`src/rtl/recip_pkg.sv`:
```
// Shared types and constants for the reciprocal round/pack wrapper.
package recip_pkg;

  typedef enum logic [2:0] {
    ZERO   = 3'd0,
    NORMAL = 3'd1,
    INF    = 3'd2,
    QNAN   = 3'd3,
    SNAN   = 3'd4
  } cls_e;

  // Bit positions inside the 4-bit status word {invalid, div_by_zero, underflow, inexact}
  localparam int unsigned ST_W           = 4;
  localparam int unsigned ST_INVALID     = 3;
  localparam int unsigned ST_DIV_BY_ZERO = 2;
  localparam int unsigned ST_UNDERFLOW   = 1;
  localparam int unsigned ST_INEXACT     = 0;

  // Exponent field of a delay-line entry is sized for the widest supported format
  localparam int unsigned EXP_W_MAX = 15;

  function automatic int unsigned calc_bias(input int unsigned exp_width);
    return (32'd1 << (exp_width - 32'd1)) - 32'd1;
  endfunction

  typedef struct packed {
    logic                 valid;
    logic                 sign;
    logic [EXP_W_MAX-1:0] exp;
    logic                 frac_is_zero;
    cls_e                 cls;
  } dl_entry_t;

endpackage

```
`src/rtl/recip_round_pack_if.sv`:
```
// Operand/result handshake bundle for recip_round_pack.
interface recip_round_pack_if #(
  parameter int unsigned sig_width = 23,
  parameter int unsigned exp_width = 8
);
  logic                           in_valid;
  logic                           in_ready;
  logic [sig_width+exp_width:0]   x_in;
  logic                           out_valid;
  logic                           out_ready;
  logic [sig_width+exp_width:0]   z_out;
  logic [3:0]                     status;

  modport master (
    output in_valid, x_in, out_ready,
    input  in_ready, out_valid, z_out, status
  );

  modport slave (
    input  in_valid, x_in, out_ready,
    output in_ready, out_valid, z_out, status
  );
endinterface

```
`src/rtl/recip_round_pack_classify.sv`:
```
// Operand classifier: subnormals are treated as zero.
module recip_classify
  import recip_pkg::*;
#(
  parameter int unsigned sig_width = 23,
  parameter int unsigned exp_width = 8
) (
  input  logic [exp_width-1:0] exp_field,
  input  logic [sig_width-1:0] frac,
  output cls_e                 cls,
  output logic                 frac_is_zero
);

  // Decode exponent/fraction into the operand class
  always_comb begin
    frac_is_zero = (frac == '0);
    cls          = NORMAL;
    if (exp_field == '0) begin
      cls = ZERO;
    end else if (&exp_field) begin
      if (frac_is_zero)          cls = INF;
      else if (frac[sig_width-1]) cls = QNAN;
      else                       cls = SNAN;
    end
  end

endmodule

```
`src/rtl/recip_round_pack.sv`:
```
// Front/back-end wrapper around the SRT reciprocal significand engine.
// Optional macro RECIP_FLAGS_EN: when defined, status flags are computed and
// registered; otherwise status is tied to zero.
module recip_round_pack
  import recip_pkg::*;
#(
  parameter int unsigned sig_width   = 23,
  parameter int unsigned exp_width   = 8,
  parameter int unsigned pipe_stages = 0
) (
  input  logic                 clk,
  input  logic                 resetn,
  recip_round_pack_if.slave    bus,
  output logic [sig_width:0]   d_out,
  output logic                 sig_enable,
  input  logic [sig_width:0]   quotient,
  input  logic                 guard_bit,
  input  logic                 round_bit,
  input  logic                 sticky_bit
);

  localparam int unsigned         EW       = exp_width + 2;
  localparam int unsigned         BIAS     = calc_bias(exp_width);
  localparam logic [EW-1:0]       TWO_BIAS = EW'(2 * BIAS);
  localparam logic [exp_width-1:0] EXP_ONES = '1;

  logic                         advance;
  logic [exp_width-1:0]         x_exp;
  logic [sig_width-1:0]         x_frac;
  cls_e                         x_cls;
  logic                         x_frac_zero;
  dl_entry_t                    in_e;
  dl_entry_t                    rs;
  logic [exp_width-1:0]         rs_exp;
  logic                         rnd_up;
  logic                         carry;
  logic                         flush;
  logic [sig_width:0]           mant_sum;
  logic [sig_width-1:0]         mant;
  logic [EW-1:0]                e_pre;
  logic [sig_width+exp_width:0] z_nxt;
  logic                         unused_bits;

  assign advance      = ~bus.out_valid | bus.out_ready;
  assign bus.in_ready = advance;
  assign sig_enable   = advance;
  assign x_exp        = bus.x_in[sig_width +: exp_width];
  assign x_frac       = bus.x_in[sig_width-1:0];
  assign d_out        = {1'b1, x_frac};
  assign rs_exp       = rs.exp[exp_width-1:0];
  assign unused_bits  = ^{rs.exp, quotient[sig_width]};

  recip_classify #(
    .sig_width (sig_width),
    .exp_width (exp_width)
  ) u_classify (
    .exp_field    (x_exp),
    .frac         (x_frac),
    .cls          (x_cls),
    .frac_is_zero (x_frac_zero)
  );

  // Side-band entry that travels alongside the operand through the engine
  always_comb begin
    in_e              = '0;
    in_e.valid        = bus.in_valid;
    in_e.sign         = bus.x_in[sig_width+exp_width];
    in_e.exp          = EXP_W_MAX'(x_exp);
    in_e.frac_is_zero = x_frac_zero;
    in_e.cls          = x_cls;
  end

  if (pipe_stages == 0) begin : g_no_pipe
    assign rs = in_e;
  end else begin : g_pipe
    dl_entry_t dl [pipe_stages];

    // Delay line matched to the engine depth; frozen while the output stalls
    always_ff @(posedge clk or negedge resetn) begin
      if (!resetn) begin
        for (int unsigned i = 0; i < pipe_stages; i++) dl[i] <= '0;
      end else if (advance) begin
        dl[0] <= in_e;
        for (int unsigned i = 1; i < pipe_stages; i++) dl[i] <= dl[i-1];
      end
    end

    assign rs = dl[pipe_stages-1];
  end

  // RNE increment and biased result exponent for normal operands
  always_comb begin
    rnd_up   = guard_bit & (round_bit | sticky_bit | quotient[0]);
    mant_sum = {1'b0, quotient[sig_width-1:0]} + (sig_width+1)'(rnd_up);
    carry    = mant_sum[sig_width];
    if (rs.frac_is_zero) begin
      // Power of two: exact result, engine bits are irrelevant
      e_pre = TWO_BIAS - EW'(rs_exp);
      mant  = '0;
    end else begin
      e_pre = TWO_BIAS - EW'(rs_exp) - EW'(1) + EW'(carry);
      mant  = mant_sum[sig_width-1:0];
    end
    flush = e_pre[EW-1] | (e_pre == '0);
  end

  // Result packing, including specials and flush-to-zero
  always_comb begin
    z_nxt = '0;
    case (rs.cls)
      ZERO:       z_nxt = {rs.sign, EXP_ONES, sig_width'(0)};
      INF:        z_nxt = {rs.sign, {(exp_width+sig_width){1'b0}}};
      QNAN, SNAN: z_nxt = {1'b0, EXP_ONES, 1'b1, (sig_width-1)'(0)};
      default:    z_nxt = flush ? {rs.sign, {(exp_width+sig_width){1'b0}}}
                                : {rs.sign, e_pre[exp_width-1:0], mant};
    endcase
  end

  // Output register: result and valid advance together
  always_ff @(posedge clk or negedge resetn) begin
    if (!resetn) begin
      bus.out_valid <= 1'b0;
      bus.z_out     <= '0;
    end else if (advance) begin
      bus.out_valid <= rs.valid;
      bus.z_out     <= z_nxt;
    end
  end

`ifdef RECIP_FLAGS_EN
  logic [ST_W-1:0] st_nxt;

  // Exception flags for the entry in the round stage
  always_comb begin
    st_nxt = '0;
    case (rs.cls)
      ZERO: st_nxt[ST_DIV_BY_ZERO] = 1'b1;
      SNAN: st_nxt[ST_INVALID]     = 1'b1;
      NORMAL: begin
        if (flush) begin
          st_nxt[ST_UNDERFLOW] = 1'b1;
          st_nxt[ST_INEXACT]   = 1'b1;
        end else if (!rs.frac_is_zero) begin
          st_nxt[ST_INEXACT] = guard_bit | round_bit | sticky_bit;
        end
      end
      default: st_nxt = '0;
    endcase
  end

  // Status register shares the output register's enable
  always_ff @(posedge clk or negedge resetn) begin
    if (!resetn)      bus.status <= '0;
    else if (advance) bus.status <= st_nxt;
  end
`else
  assign bus.status = '0;
`endif

endmodule

```
`src/flat_wrapper.sv`:
```
// flat-port wrapper written by rule: the top's interface ports become plain ports
module recip_round_pack_flat import recip_pkg::*;
#(
  parameter int unsigned sig_width   = 23,
  parameter int unsigned exp_width   = 8,
  parameter int unsigned pipe_stages = 0
)
  (clk, resetn, d_out, sig_enable, quotient, guard_bit, round_bit, sticky_bit, bus_in_valid, bus_x_in, bus_out_ready, bus_in_ready, bus_out_valid, bus_z_out, bus_status);
  recip_round_pack_if #(.sig_width(sig_width), .exp_width(exp_width)) bus_i ();
  input  logic clk;
  input  logic resetn;
  output logic [sig_width:0] d_out;
  output logic sig_enable;
  input  logic [sig_width:0] quotient;
  input  logic guard_bit;
  input  logic round_bit;
  input  logic sticky_bit;
  input wire logic [$bits(bus_i.in_valid)-1:0] bus_in_valid;
  input wire logic [$bits(bus_i.x_in)-1:0] bus_x_in;
  input wire logic [$bits(bus_i.out_ready)-1:0] bus_out_ready;
  output wire logic [$bits(bus_i.in_ready)-1:0] bus_in_ready;
  output wire logic [$bits(bus_i.out_valid)-1:0] bus_out_valid;
  output wire logic [$bits(bus_i.z_out)-1:0] bus_z_out;
  output wire logic [$bits(bus_i.status)-1:0] bus_status;
  assign bus_i.in_valid = bus_in_valid;
  assign bus_i.x_in = bus_x_in;
  assign bus_i.out_ready = bus_out_ready;
  assign bus_in_ready = bus_i.in_ready;
  assign bus_out_valid = bus_i.out_valid;
  assign bus_z_out = bus_i.z_out;
  assign bus_status = bus_i.status;
  recip_round_pack #(.sig_width(sig_width), .exp_width(exp_width), .pipe_stages(pipe_stages)) u_core (.clk(clk), .resetn(resetn), .bus(bus_i), .d_out(d_out), .sig_enable(sig_enable), .quotient(quotient), .guard_bit(guard_bit), .round_bit(round_bit), .sticky_bit(sticky_bit));
endmodule
```
`config.mk`:
```
export PLATFORM = sky130hd
export DESIGN_NAME = recip_round_pack_flat
export DESIGN_NICKNAME = d
export VERILOG_FILES = /design/src/rtl/recip_pkg.sv /design/src/rtl/recip_round_pack_if.sv /design/src/rtl/recip_round_pack_classify.sv /design/src/rtl/recip_round_pack.sv /design/src/flat_wrapper.sv
export SDC_FILE = /design/constraint.sdc
export NUM_CORES = 1
export LEC_CHECK = 0
export ABC_CLOCK_PERIOD_IN_PS = 2060
export BUFFER_PORTS_ARGS = -buffer_cell sky130_fd_sc_hd__buf_4
export CAP_MARGIN = 40
export CORE_ASPECT_RATIO = 2
export CORE_MARGIN = 2
export CORE_UTILIZATION = 28
export DETAILED_ROUTE_END_ITERATION = 12
export PLACE_DENSITY_LB_ADDON = 0.15
export SYNTH_ARGS = -nofsm -noshare
export SYNTH_HDL_FRONTEND = slang
export SYNTH_SLANG_ARGS = --single-unit
```
`constraint.sdc`:
```
create_clock -name clk -period 2.06 [get_ports clk]
set_input_delay 0.206 -clock clk [delete_from_list [all_inputs] [get_ports clk]]
set_output_delay 0.206 -clock clk [all_outputs]
set_load 0.005 [all_outputs]
```
==> implementation parameters, run 1 <==
Parameter                              Value

STA
  Slew margin rel. ... 52.6%
  Time the final worst path needs with I/O delays and setup ... 2610 ps
  Period utilisation layout ... 126%
  Final Skew ... 2.36 ps
  Transition time of the tightest slew-check pin ... 707 ps
  Final Slew Violations ... 0
  Worst path setup slack after routing ... -546 ps
  Total negative slack ... -14010 ps
  Count of endpoints failing hold in the final timing report ... 0
  Final setup vio count ... 31
  RSZ-0062 raised after global routing ... true
  Max Clock Freq ... 0.384 GHz

Yosys
  Warning count from the yosys run ... 0
  Mapped Cells ... 271
  Synth Flop Type ... sky130_fd_sc_hd__dfrtp_1
  Average footprint of a synthesized cell ... 9.01 um2
  Synth async-reset ratio ... 100%
  Number of unique standard cell types used by synthesis ... 50
  Synthesized cell area ... 2440 um2
  Number of flops mapped to enable cells by yosys ... 0
  Sequential-to-total area share from yosys stat ... 33.8%
  Flip-flop and latch count after synthesis ... 33

Pwr
  Worst vdd rail ir drop ... 0.000483 V
  Total power per unit cell area ... 523 nW/um2
  Leak pwr ... 1.94 nW

Critical path
  Critical path required time ... 2220 ps
  Delay of the slowest cell on the worst path ... 260 ps
  Crit end category ... register
  Path length in cells of the critical path ... 15
  Worst path cell trace ... buf_4 -> and4_1 -> nand3_2 -> nor4_4 -> and2_4 -> nand4_1 -> ha_2 -> ha_4 -> nand4b_1 -> a211oi_2 -> o2111ai_2 -> buf_4 -> a211oi_4 -> buf_4 -> nor2_1
  Largest fanout on the critical path ... 3
  Worst reg2reg path depth ... 6
  Critical Setup Path Class ... in -> reg
  Dominant delay contributor by cell family on the critical path ... simple AND/OR/NAND/NOR gates
  Worst flop-to-flop path endpoint ... u_core.bus.z_out[29]
  Critical path arrival ... 2770 ps
  Flop2flop setup slack ... 480 ps
  Worst Setup Start Kind ... input pin
  Cell with the biggest individual delay on the critical path ... sky130_fd_sc_hd__ha_4
  Most prevalent standard cell on the critical path ... sky130_fd_sc_hd__buf_4
  Launch instance of the worst register-to-register path ... u_core.bus.out_valid
  Number of buffers and inverters on the critical path ... 3

Place
  Instance area after placement ... 3760 um2
  Global placer's final weighted congestion ... 0.822
  I/O Buffers ... 119
  Cell count after placement ... 520
  Total half-perimeter wirelength after legalization and detailed placement ... 6390 um

Detailed routing
  Pre-antenna DRT Iters ... 4
  Post-Route WL ... 8060 um
  Number of violations reported at the end of detailed-routing iteration 0 ... 63
  DR DRC count ... 0
  Final routed wire length divided by cell count ... 14.9 um
  Post-route antenna net violation count ... 0
  Number of vias after detailed routing ... 2675
  Post-DR vias/cell ... 4.95

Clocking
  Worst-Skew Late Latency ... 280 ps
  TritonCTS clock tree ... built
  Maximum clock path buffer count ... 2
  CTS sink count ... 33
  Clock Root Buffer ... sky130_fd_sc_hd__clkbuf_16
  Number of buffers added by the clock tree synthesis step ... 5
  Clock transition time at the flip-flop clock pins of the worst setup and hold paths ... 50 ps
  Depth of the CTS H-tree ... 2

Floorplanning
  Die footprint ... 9530 um2
  Width of the die ... 70.0 um
  Initial Util ... 28.6%
  Cell Rows ... 48
  Vertical die dimension ... 136 um
  I/O pin cnt ... 126
  Placeable core area ... 8530 um2

Run
  Number of maximum-capacitance constraint violations ... 0

Final layout
  Final core occ ... 48.8%
  Synthesis-to-layout area growth ... 70.4%
  Fraction of final layout cells sized beyond drive strength 1 ... 53.6%
  Fin nets ... 507
  Diodes inserted ... 0
  Final std cell area, no fill ... 4160 um2
  Final std cells w/o fill ... 540

Global route
  GR Util All Layers ... 16.7%
  Number of antenna violations at the first check in global routing ... 0
  Vias in the first global route ... 2724
  First-pass GRT wire length ... 12600 um
  Global route overflow ... 0
  Largest net degree at the start of global routing ... 34

Run status
  Status ... complete, but fails checks
  Violations in the final reports ... setup timing

Min path
  Worst Hold Class ... in -> reg
  Endpoint, Worst Hold ... u_core.bus.out_valid
  Hold path startpoint ... bus_in_valid
  Min-Delay Path Depth ... 2
sequential cells by signal, summed over array words and instances, names as in the netlist:
register and cells:
u_core.bus.z_out 32, u_core.bus.out_valid 1
final cells by class:
type | instances | area (um2)
Clock inverter | 2 | 10.0
Timing Repair Buffer | 198 | 1550
Clock buffer | 6 | 129
Fill cell | 842 | 4370
Sequential cell | 33 | 826
Tap cell | 100 | 125
Multi-Input combinational cell | 191 | 1480
Inverter | 10 | 37.5
Yosys cell counts, types with 3 or more instances:
cell type                  count  share of area [%]
sky130_fd_sc_hd__nand2_1      19                2.9
sky130_fd_sc_hd__and2_1        3               0.77
sky130_fd_sc_hd__inv_1        10                1.5
sky130_fd_sc_hd__o22ai_1       3               0.77
sky130_fd_sc_hd__nor4_1        6                1.5
sky130_fd_sc_hd__xnor2_1      18                6.5
sky130_fd_sc_hd__nor3_1        6                1.2
sky130_fd_sc_hd__clkbuf_1      6               0.92
sky130_fd_sc_hd__nand3_1      12                2.5
sky130_fd_sc_hd__a21oi_1       7                1.4
sky130_fd_sc_hd__and3_1        5                1.3
sky130_fd_sc_hd__o21ai_0       5                1.0
sky130_fd_sc_hd__nor2_1       26                4.0
sky130_fd_sc_hd__nand4_1       7                1.8
sky130_fd_sc_hd__xor2_1        9                3.2
sky130_fd_sc_hd__a32o_1       22                9.0
sky130_fd_sc_hd__buf_4        30                9.2
sky130_fd_sc_hd__ha_1          5                2.6
sky130_fd_sc_hd__dfrtp_1      33                 34
worst max-delay path by stage:
stage	from	to	slack, ps
after floorplan	quotient[2]	u_core.bus.z_out[10]	-700
after global placement	quotient[2]	u_core.bus.z_out[24]	-1040
after detailed placement	quotient[2]	u_core.bus.z_out[24]	-1090
after CTS	quotient[6]	u_core.bus.z_out[24]	-640
after global routing	quotient[2]	u_core.bus.z_out[24]	-670
final	quotient[10]	u_core.bus.z_out[24]	-550
timing repair:
action | in CTS | in global routing
setup endpoints to repair | 31 | 31
pin swaps | 14 | 5
hold buffers | 1 | 0
buffers inserted | 7 | 5
gates resized for setup | 23 | 12
endpoints found under the hold margin | 33 | 0
placed cells by master, fill, tap and decap left out, drive strengths merged, types with 2 or more instances in the layout:
cell type  synthesis  layout
and2               3       3
nor3b              2       2
and4               2       2
ha                 5       5
xnor2             18      18
conb               2       5
nand3             13      13
o22a               2       2
nor2              27      27
dfrtp             33      33
a21oi              7       7
clkbuf             6       6
nand4              7       7
and3               5       5
a32o              22      22
xor2              10      10
nor4               7       7
clkinv             0       2
nor3               6       6
buf               34     197
nand2             19      19
a211oi             3       3
o21ai              5       5
o22ai              3       3
nor2b              2       2
inv               10      10
logic make-up after synthesis:
group	synth area share (%)
other	0.308
muxes	0.410
buffers and inverters	13.0
and+or+nand+nor	20.9
xor gates and xnor gates	10.4
DFF	33.8
adders and majority gates	2.56
AOI/OAI and AO/OA	18.7
report_power, final:
part / switching (mW) / internal [mW] / total (mW)
Combinational: 0.277 / 0.399 / 0.676
Clock: 0.283 / 0.444 / 0.727
Sequential: 0.0461 / 0.725 / 0.771
Total: 0.606 / 1.57 / 2.17
stage by stage:
stage | total power [mW] | setup WS, ps | hold WS [ps]
6_report | 2.17 | -546 | 114
5_1_grt | 2.29 | -675 | 130
4_1_cts | 2.20 | -644 | 108
3_5_place_dp | 1.42 | -1090 | 184
3_3_place_gp | 1.42 | -1040 | 181
2_1_floorplan | 1.04 | -696 | -89.6
layer usage:
metal  routed length (um)  part of all wire [%]  up-vias  track usage (%)
met5                    0                     0        -                0
met4                  139                   1.7        0             6.30
met3                  455                   5.6        9             3.48
met2                 4820                    60       84             34.7
met1                 2640                    33     1293             15.1
li1                     -                     -     1289                -
Power figures use the tool's default switching activity.
==> run 2: changes to the inputs <==
CELL_PAD_IN_SITES_DETAIL_PLACEMENT = 0   (was default)
CELL_PAD_IN_SITES_GLOBAL_PLACEMENT = 1   (was default)
CORE_ASPECT_RATIO = default   (was 2)
TNS_END_PERCENT = 20   (was default)
==> implementation parameters, run 2 (synthesized netlist as in run 1, its figures left out) <==
Parameter                              Value

Final layout
  Max FFs per register ... 32
  Synthesis-to-layout area growth ... 65.6%
  Final core occ ... 47.0%
  Filler cell count in the final layout ... 872
  Most frequent cells in the layout ... sky130_fd_sc_hd__buf_4, sky130_fd_sc_hd__dfrtp_1, sky130_fd_sc_hd__nor2_1, sky130_fd_sc_hd__a32o_1
  Biggest regs ... u_core.bus.z_out x32, u_core.bus.out_valid x1
  Fraction of final layout cells sized beyond drive strength 1 ... 51.9%
  Final std cells w/o fill ... 549
  Fin nets ... 509
  Largest reg by FF count ... u_core.bus.z_out
  Most common cell after layout, fill and taps aside ... sky130_fd_sc_hd__buf_4
  Diodes inserted ... 0

Clocking
  Clock transition time at the flip-flop clock pins of the worst setup and hold paths ... 60 ps
  Worst-Skew Late Latency ... 270 ps
  Maximum clock path buffer count ... 2
  TritonCTS clock tree ... built
  CTS sink count ... 33
  Depth of the CTS H-tree ... 2
  Number of buffers added by the clock tree synthesis step ... 5
  Clock Root Buffer ... sky130_fd_sc_hd__clkbuf_8

Critical path
  Critical path arrival ... 2750 ps
  Dominant delay contributor by cell family on the critical path ... simple AND/OR/NAND/NOR gates
  Crit end category ... register
  Number of buffers and inverters on the critical path ... 3
  Critical Setup Path Class ... in -> reg
  Largest fanout on the critical path ... 5
  Delay of the slowest cell on the worst path ... 330 ps
  Path length in cells of the critical path ... 15
  Worst reg2reg path depth ... 6
  Worst path cell trace ... buf_6 -> and3_4 -> nand4_1 -> nor4_2 -> and2_1 -> nand4_1 -> ha_2 -> ha_4 -> nand4b_1 -> a211oi_2 -> o2111ai_2 -> buf_4 -> a211oi_4 -> buf_6 -> nor2_1
  Worst Setup Start Kind ... input pin
  Critical path required time ... 2220 ps
  Cell with the biggest individual delay on the critical path ... sky130_fd_sc_hd__nor4_2

STA
  Max Clock Freq ... 0.385 GHz
  Final Slew Violations ... 0
  Worst path setup slack after routing ... -534 ps
  RSZ-0062 raised after global routing ... true
  Time the final worst path needs with I/O delays and setup ... 2590 ps
  Final setup vio count ... 31
  Final Skew ... 5.23 ps
  Period utilisation layout ... 126%
  Min Hold Slack ... 120 ps
  Count of endpoints failing hold in the final timing report ... 0

Global route
  Global route overflow ... 0
  Number of antenna violations at the first check in global routing ... 0
  First-pass GRT wire length ... 11900 um
  GR Util All Layers ... 15.2%
  Vias in the first global route ... 2560
  Largest net degree at the start of global routing ... 34

Detailed routing
  DR DRC count ... 0
  Final routed wire length divided by cell count ... 13.3 um
  Pre-antenna DRT Iters ... 4
  Post-DR vias/cell ... 4.62
  Number of violations reported at the end of detailed-routing iteration 0 ... 51
  Post-route antenna net violation count ... 0
  Post-Route WL ... 7300 um
  Number of vias after detailed routing ... 2534

Pwr
  Worst vdd rail ir drop ... 0.000241 V
  Total power per unit cell area ... 471 nW/um2
  Leak pwr ... 1.90 nW

Place
  I/O Buffers ... 119
  Cell count after placement ... 538
  Global placer's final weighted congestion ... 0.870
  Total half-perimeter wirelength after legalization and detailed placement ... 5950 um
  Worst slack at placement ... -939 ps

Min path
  Worst Hold Class ... in -> reg
  Min-Delay Path Depth ... 2

Run status
  Violations in the final reports ... setup timing
  Status ... complete, but fails checks

Floorplanning
  Placeable core area ... 8590 um2
  Initial Util ... 28.4%
  Width of the die ... 97.4 um
  Vertical die dimension ... 97.4 um
  I/O pin cnt ... 126
  Cell Rows ... 34
  Die footprint ... 9480 um2

Run
  Number of maximum-capacitance constraint violations ... 0
run 2: cell count changes in the layout (fill, tap and decap cells not counted), sizes merged:
cell	previous run	this run
buf	197	199
clkbuf	6	7
clkinv	2	0
run 2: layer usage:
layer | global-route usage [%] | wire (um) | vias up
li1 | - | - | 1298
met1 | 20.7 | 3340 | 1155
met2 | 25.0 | 3510 | 77
met3 | 3.53 | 410 | 4
met4 | 2.56 | 42 | 0
met5 | 0 | 0 | -
run 2: area by class of cell:
class / instances / area, um2 / share of cell area [%]
multi-input combinational: 191 / 1400 / 34.6
sequential: 33 / 826 / 20.4
timing repair buffer: 200 / 1560 / 38.5
clock buffer: 7 / 86.3 / 2.14
tap: 108 / 135 / 3.34
inverter: 10 / 37.5 / 0.929
run 2: worst paths after layout:
kind                                      startpoint                   end  slack [ps]
worst min-delay path                    bus_in_valid  u_core.bus.out_valid         120
worst max-delay path                     quotient[6]  u_core.bus.z_out[24]        -530
max in group asynchronous                     resetn   u_core.bus.z_out[9]        1330
min in group asynchronous                     resetn  u_core.bus.z_out[27]         420
worst min register to register  u_core.bus.z_out[14]  u_core.bus.z_out[14]         490
worst max register to register  u_core.bus.out_valid  u_core.bus.z_out[29]         420
run 2: report_power, final:
group	leakage [nW]	switching [mW]	internal [mW]
Combinational	1.47	0.264	0.396
Clock	0.0443	0.207	0.265
Sequential	0.390	0.0462	0.724
Total	1.90	0.517	1.38
run 2: worst reg2reg max path, cell delays in order, from the launching register on:
cell and delay [ps]:
sky130_fd_sc_hd__dfrtp_1 380, sky130_fd_sc_hd__nor2b_2 160, sky130_fd_sc_hd__inv_1 80, sky130_fd_sc_hd__nand3_1 90
sky130_fd_sc_hd__or4_1 510, sky130_fd_sc_hd__o31a_1 150, sky130_fd_sc_hd__nor3b_1 150
run 2: per-stage QoR:
stage | instance area, um2 | power (mW) | TNS [ps]
5_1_grt | 4040 | 2.03 | -17800
2_1_floorplan | 2490 | 1.04 | -18180
4_1_cts | 4000 | 1.93 | -14290
6_report | 4040 | 1.90 | -14790
3_5_place_dp | 3840 | 1.43 | -26400
3_3_place_gp | 3840 | 1.42 | -24990
run 2: what timing repair did:
action | in CTS | in global routing
buffers inserted | 0 | 3
gates resized for setup | 15 | 5
endpoints found under the hold margin | 33 | 0
hold buffers | 1 | 0
setup endpoints to repair | 31 | 31
pin swaps | 5 | 5
==> run 3: changes to the inputs <==
BUFFER_PORTS_ARGS = default   (was -buffer_cell sky130_fd_sc_hd__buf_4)
CTS_BUF_LIST = sky130_fd_sc_hd__clkbuf_16   (was default)
DONT_BUFFER_PORTS = 1   (was default)
==> implementation parameters, run 3 (synthesized netlist as in run 1, its figures left out) <==
Parameter                              Value

Min path
  Hold path startpoint ... bus_in_valid
  Endpoint, Worst Hold ... u_core.bus.out_valid
  Worst Hold Class ... in -> reg
  Min-Delay Path Depth ... 1

Final layout
  Max FFs per register ... 32
  Diodes inserted ... 0
  Synthesis-to-layout area growth ... 23.3%
  Area taken by flip-flops and latches ... 826 um2
  Fraction of final layout cells sized beyond drive strength 1 ... 28.5%
  Biggest regs ... u_core.bus.z_out x32, u_core.bus.out_valid x1
  Most common cell after layout, fill and taps aside ... sky130_fd_sc_hd__buf_4
  Footprint of the multi-input gates ... 1430 um2
  Fin nets ... 365
  Filler cell count in the final layout ... 918
  Largest reg by FF count ... u_core.bus.z_out
  Most frequent cells in the layout ... sky130_fd_sc_hd__buf_4, sky130_fd_sc_hd__dfrtp_1, sky130_fd_sc_hd__nor2_1, sky130_fd_sc_hd__a32o_1, sky130_fd_sc_hd__xnor2_1
  Final std cells w/o fill ... 406

Clocking
  TritonCTS clock tree ... built
  Worst-Skew Late Latency ... 270 ps
  Number of buffers added by the clock tree synthesis step ... 5
  Clock transition time at the flip-flop clock pins of the worst setup and hold paths ... 50 ps
  Depth of the CTS H-tree ... 2
  CTS sink count ... 33
  Maximum clock path buffer count ... 2
  Clock Root Buffer ... sky130_fd_sc_hd__clkbuf_16

Floorplanning
  Initial Util ... 28.4%
  Die footprint ... 9480 um2
  I/O pin cnt ... 126
  Cell Rows ... 34
  Vertical die dimension ... 97.4 um
  Placeable core area ... 8590 um2
  Width of the die ... 97.4 um

STA
  Period utilisation layout ... 123%
  Max Clock Freq ... 0.394 GHz
  Final Skew ... 4.49 ps
  Count of endpoints failing hold in the final timing report ... 0
  Final setup vio count ... 28
  Worst path setup slack after routing ... -478 ps
  RSZ-0062 raised after global routing ... true
  Final Slew Violations ... 0
  Time the final worst path needs with I/O delays and setup ... 2540 ps
  Transition time of the tightest slew-check pin ... 620 ps
  Slew margin rel. ... 58.4%

Detailed routing
  Post-DR vias/cell ... 5.13
  Post-route antenna net violation count ... 0
  Post-Route WL ... 7120 um
  Number of vias after detailed routing ... 2083
  Final routed wire length divided by cell count ... 17.5 um
  Number of violations reported at the end of detailed-routing iteration 0 ... 61
  DR DRC count ... 0
  Pre-antenna DRT Iters ... 4

Critical path
  Launch instance of the worst register-to-register path ... u_core.bus.out_valid
  Worst flop-to-flop path endpoint ... u_core.bus.z_out[29]
  Largest fanout on the critical path ... 6
  Critical path arrival ... 2700 ps
  Flop2flop setup slack ... 410 ps
  Worst reg2reg path depth ... 6
  Worst Setup Start Kind ... input pin
  Critical path required time ... 2220 ps
  Crit end category ... register
  Critical Setup Path Class ... in -> reg

Place
  I/O Buffers ... 0
  Worst slack at placement ... -867 ps
  Total half-perimeter wirelength after legalization and detailed placement ... 5340 um
  Cell count after placement ... 386
  Global placer's final weighted congestion ... 0.787

Pwr
  Total power per unit cell area ... 600 nW/um2
  Power after layout ... 1.81 mW
  Worst vdd rail ir drop ... 0.000259 V
  Leak pwr ... 1.23 nW

Global route
  First-pass GRT wire length ... 11600 um
  Number of antenna violations at the first check in global routing ... 0
  Global route overflow ... 0
  Vias in the first global route ... 2208
  GR Util All Layers ... 15.4%
  Largest net degree at the start of global routing ... 34

Run
  Number of maximum-capacitance constraint violations ... 0

Run status
  Violations in the final reports ... setup timing
  Status ... complete, but fails checks
[run 3: worst max path at each step]
stage / startpoint / to / slack, ps / cells past startpoint
3_3_place_gp: quotient[6] / u_core.bus.z_out[1] / -830 / 13
3_5_place_dp: quotient[2] / u_core.bus.z_out[1] / -870 / 13
4_1_cts: quotient[4] / u_core.bus.z_out[24] / -470 / 14
6_report: quotient[4] / u_core.bus.z_out[8] / -480 / 12
5_1_grt: quotient[1] / u_core.bus.z_out[28] / -630 / 14
2_1_floorplan: quotient[2] / u_core.bus.z_out[10] / -700 / 13
[run 3: what timing repair did]
action,CTS,global route
hold buffers,2,0
cloned,2,0
buffers inserted,7,1
pin swaps,6,5
endpoints found under the hold margin,33,0
gates resized for setup,7,5
endpoints found under the setup margin,31,31
[run 3: final cells by class]
type / count / share of cell area (%)
multi-input cells: 193 / 47.6
flip-flops and latches: 33 / 27.4
clock inverters: 3 / 0.457
clock buffers: 5 / 4.16
inverters: 10 / 1.25
repair buffers: 54 / 14.6
well taps: 108 / 4.49
[run 3: metrics by stage]
step	instance area (um2)	util [%]	TNS (ps)	hold slack, ps
floorplan	2490	-	-18180	-89.6
global placement	2700	31.4	-23210	-88.9
detailed placement	2700	31.4	-24050	-88.9
CTS	2980	34.7	-12400	35.2
global route	3010	35.0	-16800	44.8
finish	3010	35.0	-12890	36.8
[run 3: where the power goes]
| group | total [mW] | switching (mW) | internal (mW) |
|---|---|---|---|
| registers | 0.791 | 0.0659 | 0.725 |
| clock network | 0.695 | 0.257 | 0.438 |
| logic | 0.321 | 0.158 | 0.163 |
[run 3: critical path, stage by stage]
cell and delay, ps:
sky130_fd_sc_hd__and3_4 160, sky130_fd_sc_hd__nand4_1 180, sky130_fd_sc_hd__nor4_2 280, sky130_fd_sc_hd__and2_1 190
sky130_fd_sc_hd__nand4_1 110, sky130_fd_sc_hd__ha_2 230, sky130_fd_sc_hd__ha_4 260, sky130_fd_sc_hd__nand4b_1 90
sky130_fd_sc_hd__a211oi_2 250, sky130_fd_sc_hd__o2111ai_4 190, sky130_fd_sc_hd__a21bo_4 300, sky130_fd_sc_hd__a32o_1 250
[run 3: routing by layer]
metal / share of wire [%] / GRT usage (%) / vias to the layer above
met2: 46 / 24.0 / 77
li1: - / - / 1014
met3: 7.8 / 6.19 / 4
met1: 46 / 20.5 / 988
met5: 0 / 0 / -
met4: 0.63 / 2.88 / 0
